$ cat src/rtl/abus_arbiter.sv
// abus_arbiter: round-robin arbiter and handshake sequencer for the shared address bus; optional ACCESS timeout via ABUS_TIMEOUT_EN
module abus_arbiter #(
  parameter int NREQ    = 4,
  parameter int AW      = 16,
  parameter int TIMEOUT = 15
) (
  input  logic                 clk,
  input  logic                 reset,
  input  logic [NREQ-1:0]      req,
  input  logic [NREQ-1:0]      we,
  input  logic [NREQ*AW-1:0]   addr_in,
  input  logic                 mem_ready,
  output logic [NREQ-1:0]      grant,
  output logic [AW-1:0]        abus_out,
  output logic                 mem_req,
  output logic                 mem_we,
  output logic [NREQ-1:0]      done,
  output logic [NREQ-1:0]      err,
  output logic                 busy
);
  localparam int LW = $clog2(NREQ);
  typedef enum logic [1:0] {IDLE, ACCESS, DONE, ABORT} state_t;
  state_t r_state, w_next;
  logic [NREQ-1:0] r_grant, w_pick;
  logic [LW-1:0] r_win, r_last, w_pick_idx, w_idx;
  logic w_any, w_to;
`ifdef ABUS_TIMEOUT_EN
  localparam int CW = $clog2(TIMEOUT + 1);
  logic [CW-1:0] r_cnt;
  // ACCESS cycle counter; zero outside ACCESS so it is clear on every entry
  always_ff @(posedge clk)
    if (!reset) r_cnt <= '0;
    else r_cnt <= (r_state == ACCESS) ? r_cnt + 1'b1 : '0;
  assign w_to = (r_cnt == CW'(TIMEOUT - 1));
`else
  assign w_to = 1'b0;
`endif
  // round-robin pick: scan last+1, last+2, ... so the lowest offset wins
  always_comb begin
    w_pick_idx = r_last;
    w_any = 1'b0;
    w_idx = '0;
    for (int k = NREQ; k >= 1; k--) begin
      w_idx = LW'((int'(r_last) + k) % NREQ);
      if (req[w_idx]) begin
        w_pick_idx = w_idx;
        w_any = 1'b1;
      end
    end
    w_pick = NREQ'(1) << w_pick_idx;
  end
  // state register
  always_ff @(posedge clk)
    if (!reset) r_state <= IDLE;
    else r_state <= w_next;
  // next-state logic; mem_ready beats the timeout in the same cycle
  always_comb begin
    w_next = (r_state == IDLE)   ? (w_any ? ACCESS : IDLE) :
             (r_state == ACCESS) ? (mem_ready ? DONE : (w_to ? ABORT : ACCESS)) :
             IDLE;
  end
  // grant/winner capture and round-robin pointer; grant held until IDLE entry
  always_ff @(posedge clk)
    if (!reset) begin
      r_grant <= '0;
      r_win   <= '0;
      r_last  <= LW'(NREQ - 1);
    end else begin
      if (r_state == IDLE && w_any) begin
        r_grant <= w_pick;
        r_win   <= w_pick_idx;
      end else if (w_next == IDLE) r_grant <= '0;
      if (r_state == DONE || r_state == ABORT) r_last <= r_win;
    end
  // outputs: address/we mux on the registered grant, strobes from state
  always_comb begin
    abus_out = '0;
    for (int i = 0; i < NREQ; i++) abus_out = abus_out | (addr_in[i*AW +: AW] & {AW{r_grant[i]}});
    grant   = r_grant;
    mem_req = (r_state == ACCESS);
    mem_we  = mem_req & |(we & r_grant);
    done    = (r_state == DONE) ? r_grant : '0;
    busy    = (r_state != IDLE);
`ifdef ABUS_TIMEOUT_EN
    err     = (r_state == ABORT) ? r_grant : '0;
`else
    err     = '0;
`endif
  end
endmodule

$ cat config.mk
export PLATFORM = sky130hd
export DESIGN_NAME = abus_arbiter
export DESIGN_NICKNAME = d
export VERILOG_FILES = /design/src/rtl/abus_arbiter.sv
export SDC_FILE = /design/constraint.sdc
export NUM_CORES = 1
export LEC_CHECK = 0
export CAP_MARGIN = 20
export CORE_ASPECT_RATIO = 0.6
export CORE_MARGIN = 2
export CORE_UTILIZATION = 26
export CTS_CLUSTER_SIZE = 40
export DETAILED_ROUTE_END_ITERATION = 6
export GPL_TIMING_DRIVEN = 0
export PLACE_DENSITY = 0.8
export SYNTH_ARGS = -nofsm -noshare
export SYNTH_HDL_FRONTEND = slang
export SYNTH_SLANG_ARGS = --single-unit
$ cat constraint.sdc
create_clock -name clk -period 1.9 [get_ports clk]
set_clock_uncertainty 0.2 [all_clocks]
set_input_delay 0.57 -clock clk [delete_from_list [all_inputs] [get_ports clk]]
set_output_delay 0.57 -clock clk [all_outputs]
set_load 0.01 [all_outputs]
==> results.json, run 1 <==
{
  "outcome": "finished, violations left",
  "failed_checks": "negative setup slack",
  "die_h_um": 48.9,
  "synth_ff_type": "dfxtp_1",
  "place_area_um2": 1960,
  "hold_start": "r_win[0]",
  "first_iter_violations": 48,
  "final.setup.tns_ns": -1.22,
  "fin_area_um2": 2380,
  "vdd_ir_drop_max_mv": 0.271,
  "antenna_found_initial": 0,
  "dpl_worst_slack_ns": -0.722,
  "layout_common_cells": "dlygate4sd2_1, a22oi_2, buf_2, nand2_1, buf_4",
  "htreeDepth": 1,
  "slew_viol_final": 0,
  "nFillCells": 261,
  "critPathMaxFanout": 5,
  "synth_edf_count": 0,
  "grt_util_all_layers_pct": 22.0,
  "slowest_stage": "dfxtp_2",
  "setup.worst_path.start_class": "register",
  "synth_cell_types": 29,
  "final_cells": 288,
  "die_w_um": 78.9,
  "io_pins": 106,
  "avgViaCountPerCell": 5.15,
  "final_layout_size_suffix_gt1_share_pct": 41.6,
  "hp-class": "reg2reg",
  "synthSimpleGateAreaFrac_pct": 21.9,
  "drc": 0,
  "setup_viol": 17,
  "synth-compound-area-share_pct": 43.9,
  "mostFrequentLayoutCell": "dlygate4sd2_1",
  "setup_slack_ns": -0.108,
  "final_nets": 319,
  "critPathMaxStageDelay_ns": 0.33,
  "p_leak_nw": 1.17,
  "regArea_um2": 213,
  "utilization_pct": 73.3,
  "cts_tree": "yes",
  "gp_congestion": 0.821,
  "dieArea_um2": 3860,
  "cts_root_buffer": "clkbuf_8",
  "cp.required_ns": 1.13,
  "clk_pin_slew_worst_paths_ns": 0.05,
  "wl_per_cell_um": 16.7,
  "r2r_start": "r_last[0]",
  "diodes": 0,
  "via_count": 1484,
  "multi_input_area_um2": 825,
  "core_um2": 3240,
  "avgSynthCellArea_um2": 7.17,
  "ctsLongestPathBuffers": 2,
  "path_buf_inv": 3,
  "dp.cells": 271,
  "grt_pass1_vias": 1388,
  "yosys.area_share.xor_xnor_pct": 0,
  "crit_arrival_ns": 1.24,
  "hold_viol": 0,
  "synth-adder-area-share_pct": 0,
  "port-buffer-count": 101,
  "syn-instance-count": 122,
  "dp_hpwl_um": 2950,
  "end_kind": "output port",
  "crit_type": "reg2out",
  "cts_buffers": 3,
  "yosys_warnings": 0,
  "ys_ff_latch": 10,
  "grt_pass1_wl_um": 6670,
  "clock_latency_ns": 0.25,
  "grt_max_degree": 11,
  "pwr_density_cell_nw_per_um2": 437,
  "crit_chain": "buf_8 -> clkbuf_16 -> a22oi_2 -> nand2_1 -> buf_2",
  "drt-total-wl_um": 4810,
  "rsz0062_at_grt": "true",
  "seq_area_frac_synth_pct": 22.9,
  "gr-total-overflow": 0,
  "syn_area_um2": 875,
  "rows": 16,
  "critical_path.startpoint": "grant[0]",
  "clock-sinks": 10,
  "initial_core_util_pct": 27.0,
  "synth_top_family_by_area": "compound AO/OA/AOI/OAI gates",
  "min_period_ns": 2.01,
  "max-cap-violations": 0,
  "cp_top_family": "buffers and inverters",
  "finalCritPeriodShare_pct": 106,
  "synth_mux_area_share_pct": 2.29,
  "clock.fmax_mhz": 498,
  "first_pass_iters": 4,
  "area_growth_pct": 172,
  "antenna_left": 0,
  "ys_async_sr_fraction_pct": 0
}
final timing paths:
kind	to	cells after the start	slack [ns]
max reg2reg	grant[0]	4	0.29
min reg2reg	r_last[0]	2	0.27
min	r_last[0]	2	0.27
max	abus_out[4]	5	-0.11
cell usage after synthesis, drive strengths merged (3+ instances only):
cell | count | area share, %
nand3 | 4 | 2.3
o21ai | 5 | 2.9
nor2 | 3 | 1.3
clkbuf | 7 | 3.0
dfxtp | 10 | 23
and2 | 4 | 2.9
o31ai | 4 | 3.4
nand2 | 19 | 8.2
buf | 7 | 4.7
nor2b | 4 | 2.9
a22oi | 34 | 29
registers in the layout, indices dropped and copies added (netlist names):
name and cells:
r_win 2, grant 4, r_last 2, r_state 2
through the flow:
stage,hold WS (ns),power [mW]
floorplan,0.236,0.402
global placement,0.255,0.694
detailed placement,0.266,0.699
CTS,0.278,0.980
global route,0.316,1.09
finish,0.271,1.04
kinds of logic after synthesis:
family	after synthesis
AO/OA/AOI/OAI	53
buffers and inverters	16
flip-flops	10
multiplexers	2
other	1
AND/OR/NAND/NOR	40
layout make-up:
class	count	area share [%]
plain buffers	14	8.05
inverters	2	0.316
well taps	45	2.37
multi-input cells	99	34.7
flip-flops and latches	10	8.95
clock buffers	4	2.32
repair buffers	114	43.3
what timing repair did:
item | in CTS | in global routing
hold buffers | 0 | 0
endpoints found under the setup margin | 30 | 28
gates cloned | 1 | 3
setup buffers | 8 | 1
resized for setup | 226 | 36
pin swaps | 52 | 36
hold endpoints to repair | 0 | 0
routing by layer:
metal / global-route usage (%) / share of wire (%)
met1: 25.5 / 40
met2: 39.6 / 50
met3: 7.04 / 8.7
met4: 5.17 / 1.4
met5: 0 / 0
where the power goes:
| part | internal (mW) | switching [mW] | total [mW] |
|---|---|---|---|
| clock network | 0.183 | 0.0959 | 0.279 |
| logic | 0.291 | 0.227 | 0.518 |
| registers | 0.226 | 0.0167 | 0.242 |
| total | 0.700 | 0.340 | 1.04 |
worst min-delay path: cells and delay by family, from the launching register on:
kind | cells | cell delay (ns)
flip-flops | 1 | 0.32
AND/OR/NAND/NOR | 1 | 0.06
multiplexers | 1 | 0.06
Note: power is estimated with default switching activity, not from simulation.
==> inputs of run 2 (changes only) <==
==> constraint.sdc (replaced) <==
create_clock -name clk -period 2.1 [get_ports clk]
set_clock_uncertainty 0.2 [all_clocks]
set_input_delay 0.63 -clock clk [delete_from_list [all_inputs] [get_ports clk]]
set_output_delay 0.63 -clock clk [all_outputs]
set_load 0.02 [all_outputs]
==> run 2 against run 1 <==
  * The run now ends clean
  * Wire length fell by 11%
  * Global-route usage fell by 1.7 points
  * Cell area rose by 1.1%
  * Critical path depth did not move
  * Core utilization rose by 0.81 points
==> results.json, run 2 (synthesized netlist as in run 1, its figures left out) <==
{
  "outcome": "finished, final reports clean",
  "largest_register_ffs": 4,
  "path_buf_inv": 3,
  "r2r_end": "grant[0]",
  "drc": 0,
  "crit_type": "reg2out",
  "setup.worst_path.start_class": "register",
  "critPathMaxStageDelay_ns": 0.36,
  "cts_tree": "yes",
  "crit_chain": "buf_12 -> buf_8 -> a22oi_1 -> nand2_1 -> buf_6",
  "rows": 16,
  "diodes": 0,
  "dieArea_um2": 3860,
  "io_pins": 106,
  "hold_end": "r_last[1]",
  "dp_hpwl_um": 2960,
  "crit_arrival_ns": 1.26,
  "finalCritPeriodShare_pct": 99.6,
  "first_pass_iters": 4,
  "ctsLongestPathBuffers": 2,
  "r2r_cells": 4,
  "power_uw": 994,
  "pwr_density_cell_nw_per_um2": 414,
  "cp.required_ns": 1.27,
  "mostFrequentLayoutCell": "dlygate4sd2_1",
  "final.setup.tns_ns": 0,
  "fin_area_um2": 2400,
  "vdd_ir_drop_max_mv": 0.268,
  "wl_per_cell_um": 15.0,
  "grt_max_degree": 11,
  "setup_slack_ns": 0.00908,
  "core_um2": 3240,
  "place_area_um2": 1960,
  "grt_util_all_layers_pct": 20.3,
  "setup_viol": 0,
  "p_leak_nw": 1.13,
  "antenna_left": 0,
  "initial_core_util_pct": 27.0,
  "die_h_um": 48.9,
  "dp.cells": 271,
  "hold_start": "r_win[1]",
  "final_layout_size_suffix_gt1_share_pct": 35.7,
  "regArea_um2": 211,
  "critPathMaxFanout": 5,
  "clock-sinks": 10,
  "multi_input_area_um2": 783,
  "gp_congestion": 0.867,
  "via_count": 1436,
  "cts_root_buffer": "clkbuf_8",
  "area_growth_pct": 175,
  "min_period_ns": 2.09,
  "cts_buffers": 3,
  "nFillCells": 253,
  "clock_latency_ns": 0.23,
  "layout_common_cells": "dlygate4sd2_1, a22oi_2, buf_6, nand2_1, clkdlybuf4s15_1",
  "grt_pass1_wl_um": 6250,
  "hold_path_depth": 2,
  "utilization_pct": 74.1,
  "grt_pass1_vias": 1343,
  "hold_viol": 0,
  "die_w_um": 78.9,
  "gr-total-overflow": 0,
  "cp_top_family": "buffers and inverters",
  "slew_viol_final": 0,
  "final_nets": 317,
  "final_cells": 286,
  "clock.fmax_mhz": 478,
  "reg2reg_slack_ns": 0.53,
  "hp-class": "reg2reg",
  "htreeDepth": 1,
  "antenna_found_initial": 0,
  "avgViaCountPerCell": 5.02,
  "port-buffer-count": 101,
  "end_kind": "output port",
  "r2r_start": "r_last[0]",
  "clk_pin_slew_worst_paths_ns": 0.05,
  "drt-total-wl_um": 4300,
  "slowest_stage": "dfxtp_4",
  "fin_hold_ws_ns": 0.276,
  "max-cap-violations": 0,
  "first_iter_violations": 53,
  "rsz0062_at_grt": "true",
  "dpl_worst_slack_ns": -0.689,
  "holdBufCountCts": 0
}
[run 2: changes by cell type in the layout (fill, tap and decap cells not counted), sizes merged]
| cell | previous run | this run |
|---|---|---|
| buf | 43 | 41 |
| clkbuf | 11 | 8 |
| clkdlybuf4s15 | 2 | 18 |
| clkdlybuf4s50 | 2 | 6 |
| dlygate4sd2 | 70 | 49 |
| dlymetal6s2s | 4 | 8 |
[run 2: area by class of cell]
class | instances | share of cell area [%]
tap | 45 | 2.34
inverter | 2 | 0.312
clock buffer | 4 | 2.29
multi-input combinational | 99 | 32.6
sequential | 10 | 8.80
buffer | 14 | 7.34
timing repair buffer | 112 | 46.3
[run 2: what timing repair did]
| action | in CTS | in global routing |
|---|---|---|
| gates resized for setup | 209 | 76 |
| pin swaps | 48 | 31 |
| setup endpoints to repair | 29 | 26 |
| cloned | 0 | 3 |
| endpoints found under the hold margin | 0 | 0 |
| setup buffers | 4 | 4 |
[run 2: how the worst max path moves through the flow]
stage,startpoint,to,slack (ns),cells past startpoint
5_1_grt,grant[0],abus_out[2],-0.03,5
3_5_place_dp,we[0],mem_we,-0.69,4
2_1_floorplan,r_state[0],mem_we,0.03,3
6_report,grant[2],abus_out[0],0.009,5
4_1_cts,addr_in[41],abus_out[9],-0.17,4
3_3_place_gp,we[0],mem_we,-0.67,4
[run 2: power breakdown]
group | leakage (nW) | switching, mW | total, mW | internal (mW)
Sequential | 0.0846 | 0.0146 | 0.219 | 0.204
Combinational | 1.02 | 0.240 | 0.538 | 0.298
Clock | 0.0288 | 0.0729 | 0.237 | 0.165
Total | 1.13 | 0.328 | 0.994 | 0.667
[run 2: routing by layer]
| metal | global-route usage (%) | vias up | part of all wire (%) |
|---|---|---|---|
| li1 | - | 693 | - |
| met1 | 25.0 | 661 | 40 |
| met3 | 7.04 | 6 | 9.4 |
| met2 | 33.6 | 76 | 49 |
| met4 | 6.32 | 0 | 1.2 |
| met5 | 0 | - | 0 |
[run 2: tightest hold or removal path: stages (launching register included)]
cell and delay [ns]:
dfxtp_1 0.33, nand2_1 0.05, o211ai_1 0.06
